## config.mk

```make
export PLATFORM = sky130hd
export DESIGN_NAME = sfx_mixer_flat
export DESIGN_NICKNAME = d
export VERILOG_FILES = /design/src/rtl/sfx_pkg.sv /design/src/rtl/sfx_mixer_if.sv /design/src/rtl/sfx_voice.sv /design/src/rtl/sfx_mixer.sv /design/src/flat_wrapper.sv
export SDC_FILE = /design/constraint.sdc
export NUM_CORES = 1
export LEC_CHECK = 0
export ABC_AREA = 1
export BUFFER_PORTS_ARGS = -buffer_cell sky130_fd_sc_hd__buf_2
export CORE_ASPECT_RATIO = 0.75
export CORE_MARGIN = 2
export CORE_UTILIZATION = 57
export CTS_CLUSTER_DIAMETER = 40
export DETAILED_ROUTE_END_ITERATION = 12
export PLACE_DENSITY = 0.81
export SYNTH_ARGS = -nofsm -noshare
export SYNTH_HDL_FRONTEND = slang
export SYNTH_HIERARCHICAL = 1
export SYNTH_SLANG_ARGS = --single-unit
export TNS_END_PERCENT = 100
```

## constraint.sdc

```tcl
create_clock -name clk -period 2.7 [get_ports clk]
set_input_delay 0.405 -clock clk [delete_from_list [all_inputs] [get_ports clk]]
set_output_delay 0.405 -clock clk [all_outputs]
set_load 0.05 [all_outputs]
```

## src/rtl/sfx_pkg.sv

```systemverilog
// Shared types and helpers for the two-voice sound-effect mixer.
package sfx_pkg;

  localparam int SAMPLE_W = 16;

  typedef enum logic [1:0] {
    IDLE = 2'd0,
    ADDR = 2'd1,
    WAIT = 2'd2,
    MIX  = 2'd3
  } state_t;

  function automatic logic signed [SAMPLE_W-1:0] sat16(input logic signed [SAMPLE_W:0] x);
    if (x > 17'sd32767) begin
      return 16'sh7FFF;
    end else if (x < -17'sd32768) begin
      return 16'sh8000;
    end else begin
      return x[SAMPLE_W-1:0];
    end
  endfunction

endpackage

```

## src/rtl/sfx_mixer_if.sv

```systemverilog
// Codec/ROM-side signal bundle of the mixer; slave = mixer, master = codec + ROMs.
interface sfx_mixer_if
  import sfx_pkg::*;
#(
  parameter int LOOP_AW = 15,
  parameter int SHOT_AW = 13
);
  logic                sample_req;
  logic                loop_en;
  logic                shot_trig;
  logic [LOOP_AW-1:0]  addr_loop;
  logic [SAMPLE_W-1:0] q_loop;
  logic [SHOT_AW-1:0]  addr_shot;
  logic [SAMPLE_W-1:0] q_shot;
  logic [SAMPLE_W-1:0] audio_output;
  logic                sample_valid;
  logic                shot_busy;
  logic                overrun;

  modport master (
    output sample_req, loop_en, shot_trig, q_loop, q_shot,
    input  addr_loop, addr_shot, audio_output, sample_valid, shot_busy, overrun
  );

  modport slave (
    input  sample_req, loop_en, shot_trig, q_loop, q_shot,
    output addr_loop, addr_shot, audio_output, sample_valid, shot_busy, overrun
  );
endinterface

```

## src/rtl/sfx_voice.sv

```systemverilog
// ROM read pointer for one voice: start rewinds to 0, advance steps and wraps at LEN-1.
// A looping voice is always busy; a one-shot voice drops busy after its last sample.
module sfx_voice #(
  parameter int AW   = 8,
  parameter int LEN  = 256,
  parameter int LOOP = 0
) (
  input  logic          clk,
  input  logic          resetn,
  input  logic          start,
  input  logic          advance,
  output logic [AW-1:0] ptr,
  output logic          busy
);
  localparam logic [AW-1:0] LAST = AW'(LEN - 1);

  logic [AW-1:0] ptr_q;
  logic          busy_q;
  logic          at_last;

  assign at_last = (ptr_q == LAST);

  always_ff @(posedge clk or negedge resetn) begin
    if (!resetn) begin
      ptr_q  <= '0;
      busy_q <= 1'b0;
    end else if (start) begin
      ptr_q  <= '0;
      busy_q <= 1'b1;
    end else if (advance) begin
      if (at_last) begin
        ptr_q <= '0;
        if (LOOP == 0) busy_q <= 1'b0;
      end else begin
        ptr_q <= ptr_q + AW'(1);
      end
    end
  end

  assign ptr  = ptr_q;
  assign busy = (LOOP != 0) ? 1'b1 : busy_q;

endmodule

```

## src/rtl/sfx_mixer.sv

```systemverilog
// Two-voice sequencer/mixer: per sample_req fetch both ROMs, scale, sum, saturate.
// sample_req -> sample_valid in 4 clk; requests arriving mid-frame are dropped and flagged.
module sfx_mixer
  import sfx_pkg::*;
#(
  parameter int LOOP_AW   = 15,
  parameter int LOOP_LEN  = 32768,
  parameter int SHOT_AW   = 13,
  parameter int SHOT_LEN  = 8192,
  parameter int VOL_SHIFT = 1
) (
  input logic        clk,
  input logic        resetn,
  sfx_mixer_if.slave bus
);
  state_t state_q, state_d;
  logic   in_addr, in_mix;

  logic                trig_pend;
  logic [LOOP_AW-1:0]  loop_ptr, addr_loop_q;
  logic [SHOT_AW-1:0]  shot_ptr, addr_shot_q;
  logic                loop_act, shot_busy;
  logic                loop_adv, shot_adv, shot_start;
  logic [SAMPLE_W-1:0] audio_q;
  logic                valid_q, overrun_q;

  logic signed [SAMPLE_W:0] ext_loop, ext_shot, sh_loop, sh_shot, gate_loop, gate_shot, mix_sum;

  always_ff @(posedge clk or negedge resetn) begin
    if (!resetn) state_q <= IDLE;
    else         state_q <= state_d;
  end

  always_comb begin
    state_d = state_q;
    in_addr = 1'b0;
    in_mix  = 1'b0;
    unique case (state_q)
      IDLE: if (bus.sample_req) state_d = ADDR;
      ADDR: begin
        in_addr = 1'b1;
        state_d = WAIT;
      end
      WAIT: state_d = MIX;
      MIX: begin
        in_mix  = 1'b1;
        state_d = IDLE;
      end
      default: state_d = IDLE;
    endcase
  end

  assign shot_start = in_addr & trig_pend;
  assign loop_adv   = in_mix & bus.loop_en & loop_act;
  assign shot_adv   = in_mix & shot_busy;

  sfx_voice #(.AW(LOOP_AW), .LEN(LOOP_LEN), .LOOP(1)) u_voice_loop (
    .clk     (clk),
    .resetn  (resetn),
    .start   (1'b0),
    .advance (loop_adv),
    .ptr     (loop_ptr),
    .busy    (loop_act)
  );

  sfx_voice #(.AW(SHOT_AW), .LEN(SHOT_LEN), .LOOP(0)) u_voice_shot (
    .clk     (clk),
    .resetn  (resetn),
    .start   (shot_start),
    .advance (shot_adv),
    .ptr     (shot_ptr),
    .busy    (shot_busy)
  );

  // Widen to 17 b before shifting so the sum of two full-scale voices cannot wrap.
  assign ext_loop  = {bus.q_loop[SAMPLE_W-1], bus.q_loop};
  assign ext_shot  = {bus.q_shot[SAMPLE_W-1], bus.q_shot};
  assign sh_loop   = ext_loop >>> VOL_SHIFT;
  assign sh_shot   = ext_shot >>> VOL_SHIFT;
  assign gate_loop = (bus.loop_en && loop_act) ? sh_loop : 17'sd0;
  assign gate_shot = shot_busy ? sh_shot : 17'sd0;
  assign mix_sum   = gate_loop + gate_shot;

  always_ff @(posedge clk or negedge resetn) begin
    if (!resetn) begin
      trig_pend   <= 1'b0;
      addr_loop_q <= '0;
      addr_shot_q <= '0;
      audio_q     <= '0;
      valid_q     <= 1'b0;
      overrun_q   <= 1'b0;
    end else begin
      // A trigger landing on the ADDR edge itself stays pending for the next frame.
      trig_pend <= bus.shot_trig | (trig_pend & ~in_addr);
      valid_q   <= in_mix;
      if (bus.sample_req && (state_q != IDLE)) overrun_q <= 1'b1;
      if (in_addr) begin
        addr_loop_q <= loop_ptr;
        addr_shot_q <= trig_pend ? '0 : shot_ptr;
      end
      if (in_mix) audio_q <= sat16(mix_sum);
    end
  end

  assign bus.addr_loop    = addr_loop_q;
  assign bus.addr_shot    = addr_shot_q;
  assign bus.audio_output = audio_q;
  assign bus.sample_valid = valid_q;
  assign bus.shot_busy    = shot_busy;
  assign bus.overrun      = overrun_q;

endmodule
```

## src/flat_wrapper.sv

```systemverilog
// flat-port wrapper written by rule: the top's interface ports become plain ports
module sfx_mixer_flat import sfx_pkg::*;
#(
  parameter int LOOP_AW   = 15,
  parameter int LOOP_LEN  = 32768,
  parameter int SHOT_AW   = 13,
  parameter int SHOT_LEN  = 8192,
  parameter int VOL_SHIFT = 1
)
  (clk, resetn, bus_sample_req, bus_loop_en, bus_shot_trig, bus_q_loop, bus_q_shot, bus_addr_loop, bus_addr_shot, bus_audio_output, bus_sample_valid, bus_shot_busy, bus_overrun);
  sfx_mixer_if #(.LOOP_AW(LOOP_AW), .SHOT_AW(SHOT_AW)) bus_i ();
  input logic clk;
  input logic resetn;
  input wire logic [$bits(bus_i.sample_req)-1:0] bus_sample_req;
  input wire logic [$bits(bus_i.loop_en)-1:0] bus_loop_en;
  input wire logic [$bits(bus_i.shot_trig)-1:0] bus_shot_trig;
  input wire logic [$bits(bus_i.q_loop)-1:0] bus_q_loop;
  input wire logic [$bits(bus_i.q_shot)-1:0] bus_q_shot;
  output wire logic [$bits(bus_i.addr_loop)-1:0] bus_addr_loop;
  output wire logic [$bits(bus_i.addr_shot)-1:0] bus_addr_shot;
  output wire logic [$bits(bus_i.audio_output)-1:0] bus_audio_output;
  output wire logic [$bits(bus_i.sample_valid)-1:0] bus_sample_valid;
  output wire logic [$bits(bus_i.shot_busy)-1:0] bus_shot_busy;
  output wire logic [$bits(bus_i.overrun)-1:0] bus_overrun;
  assign bus_i.sample_req = bus_sample_req;
  assign bus_i.loop_en = bus_loop_en;
  assign bus_i.shot_trig = bus_shot_trig;
  assign bus_i.q_loop = bus_q_loop;
  assign bus_i.q_shot = bus_q_shot;
  assign bus_addr_loop = bus_i.addr_loop;
  assign bus_addr_shot = bus_i.addr_shot;
  assign bus_audio_output = bus_i.audio_output;
  assign bus_sample_valid = bus_i.sample_valid;
  assign bus_shot_busy = bus_i.shot_busy;
  assign bus_overrun = bus_i.overrun;
  sfx_mixer #(.LOOP_AW(LOOP_AW), .LOOP_LEN(LOOP_LEN), .SHOT_AW(SHOT_AW), .SHOT_LEN(SHOT_LEN), .VOL_SHIFT(VOL_SHIFT)) u_core (.clk(clk), .resetn(resetn), .bus(bus_i));
endmodule
```

==> reports/results.tsv <==
metric	value	unit
status	completed	
Top Ports	84	
Logic pwr share	40.6	%
Initial Util	58.2	%
RR Endpoint	u_core/bus.audio_output[8]	
most area-consuming cells after synthesis	dfrtp_1, nand2_1, inv_1, nor2_1, ha_1	
cells after synthesis	670	
Critical Path Source	u_core/u_voice_shot/busy	
relative slew slack	54.8	%
sequential share of power	32.4	%
Least-Margin Pin Slew	0.678	ns
row cnt	29	
leading area contributor after synthesis	dfrtp_1	
met3 usage	5.20	%
Final Cycle Share	87.6	%
fmax	0.423	GHz
global route hottest layer	met2	
post-route setup slack	0.334	ns
hold_buf cts	0	
CTS H-tree lvls	3	
filler instances	699	
post-synthesis sequential area ratio	40.0	%
clock sink count	78	
CTS tree	done	
sw frac	42.8	%
highest net fanout along the worst path	10	
Die Y	84.2	um
leakage power	3.21	nW
Hold Crit Class	in -> async	
# diodes	0	
top_reg_cell synth	dfrtp_1	
M1 GR Usage	34.9	%
initial antenna violation count	0	
Post-CTS Setup Inserts	0	
# setup viols final	0	
Reg2Reg Depth	13	
average size of a mapped cell	7.29	sq um
Setup TNS	0	ns
via count	4532	
Critical Path RT	2.95	ns
minimum clock period	2.37	ns
FF-to-FF Start	u_core/u_voice_shot/busy	
GR Layer Usage met2	41.8	%
DRC	0	
layout cells sized above 1	19.2	%
TritonCTS Buffers	9	
CP startpoint kind	register	
Setup crit end kind	register	
CP Capture Point	u_core/bus.audio_output[8]	
mapped cell area	0.00488	sq mm
DP Wirelength	8.40	mm
Power Internal	2.68	mW
Root Driver	clkbuf_16	
RSZ-0062 raised after global routing	false	
Post-synth EDFFs	0	
initial DRC count	343	
Detailed Route WL	11.4	mm
area grow syn2layout	17.7	%
Unique masters post-synth	37	
final hold violation count	0	
pwr dens	816	mW/mm^2
WL/cell	13.1	um
largest net degree at the start of global routing	54	
Crit path arrival time	2.61	ns
router iterations before antenna repair	5	
GRT overflow	0	
die width	111	um
clock skew	0.00699	ns
WHS	0.127	ns
Worst-Skew Late Latency	0.33	ns
setup slack, reg-to-reg	0.33	ns
Slew Viols, Final	0	
Post-Place Setup Slack	0.231	ns
first-pass GRT wire length	19.7	mm
maximum vdd ir drop	0.871	mV
Synth async-reset ratio	100	%
IO buf count	81	
crit path kind	reg -> reg	
clock share of power	27.0	%
Core Box Area	0.00838	sq mm
GPL Wtd Cong	0.923	
die area	0.00933	sq mm
Yosys warnings	6	
P_sw	2.01	mW
top-area cell type share of the netlist area	40.0	%
Total Routing Usage GR	25.7	%
vias per cell	5.21	
Max Cap Viol	0	
post-synthesis register bit count	78	
Max clock buf depth	2	
clk slew on worst S/H paths	0.06	ns
Post-CTS Resized	0	
Antenna Violating Nets Remaining	0	
number of global-route vias before repair	4407	
nets	817	
synthesized netlist by cell type, types with 6 or more instances:
master and instances:
a21oi_1 19, clkbuf_1 9, dfrtp_1 78, ha_1 21, inv_1 109, mux2_2 15
nand2_1 190, nand2_2 10, nand3_1 46, nand4_1 12, nor2_1 81, o21ai_0 25
xnor2_1 6, xor2_1 7
flip-flops by register name, summed over array words and instances (netlist names):
register,count
u_core/bus.addr_loop,15
u_core/u_voice_shot/ptr,13
u_core/u_voice_shot/busy,1
u_core/state_q,2
u_core/u_voice_loop/ptr,15
u_core/bus.overrun,1
u_core/bus.audio_output,16
u_core/bus.sample_valid,1
u_core/trig_pend,1
u_core/bus.addr_shot,13
critical path, cell delays in order (launching register included):
cell and delay [ns]:
dfrtp_2 0.48, buf_4 0.21, nand2_1 0.06, inv_1 0.04, ha_1 0.40, nand2_1 0.17
nor2_1 0.16, and3_1 0.16, nand2_1 0.06, nand3_1 0.07, nand3_1 0.13, nand2_1 0.11
inv_2 0.08, a21oi_1 0.14
cells in the final DEF (no fill, tap or decap), types with 10 or more instances in the layout:
master,n
a21oi_1,19
buf_2,80
nor2_1,81
nand2_2,10
inv_1,109
nand3_1,46
mux2_2,15
nand2_1,190
ha_1,21
o21ai_0,25
dfrtp_1,77
nand4_1,12
metrics by stage:
| step | cell area [sq um] | instances | util [%] | total power, mW |
|---|---|---|---|---|
| after floorplan | 4890 | 673 | - | 2.93 |
| after global placement | 5430 | 855 | 64.8 | 3.37 |
| after detailed placement | 5430 | 855 | 64.8 | 3.42 |
| after CTS | 5750 | 870 | 68.5 | 4.71 |
| after global routing | 5750 | 870 | 68.5 | 4.98 |
| final | 5750 | 870 | 68.5 | 4.69 |
cell families (layout without fill, tap and decap cells):
family	after synthesis	count (layout)	share of synthesized area [%]
buffers and inverters	126	215	9.97
and+or+nand+nor	362	362	32.4
other	2	5	0.154
xor gates and xnor gates	13	13	2.33
DFF	78	78	40.0
adders and majority gates	22	22	5.79
muxes	15	15	3.46
AOI/OAI and AO/OA	52	52	5.95
power by group through the flow:
stage	registers, mW	clock network (mW)	logic (mW)
after floorplan	2.00	0	0.932
after global placement	1.53	0	1.85
after detailed placement	1.53	0	1.89
after CTS	1.52	1.30	1.90
after global routing	1.54	1.34	2.09
final	1.52	1.27	1.90
worst min-delay path by stage:
stage	start	end	slack, ns	depth (start not counted)
after global routing	resetn	u_core/bus.addr_loop[9]	0.18	1
after floorplan	resetn	u_core/bus.addr_loop[0]	0.11	0
after global placement	u_core/bus.overrun	u_core/bus.overrun	0.44	1
after detailed placement	u_core/bus.overrun	u_core/bus.overrun	0.45	1
after CTS	resetn	u_core/bus.addr_loop[10]	0.14	1
final	resetn	u_core/bus.addr_loop[12]	0.13	1
routing by layer:
layer / wire length (um) / up-vias
met4: 178 / 0
met3: 699 / 24
met2: 5430 / 145
met1: 5090 / 2123
li1: - / 2240
met5: 0 / -
layout make-up:
type / count / area [sq um] / share of cell area (%)
multi-input cells: 469 / 2450 / 42.7
flip-flops and latches: 78 / 1950 / 34.0
repair buffers: 87 / 465 / 8.10
inverters: 113 / 424 / 7.38
clock buffers: 9 / 225 / 3.92
well taps: 108 / 135 / 2.35
clock inverters: 6 / 87.6 / 1.52
Power figures use the tool's default switching activity.
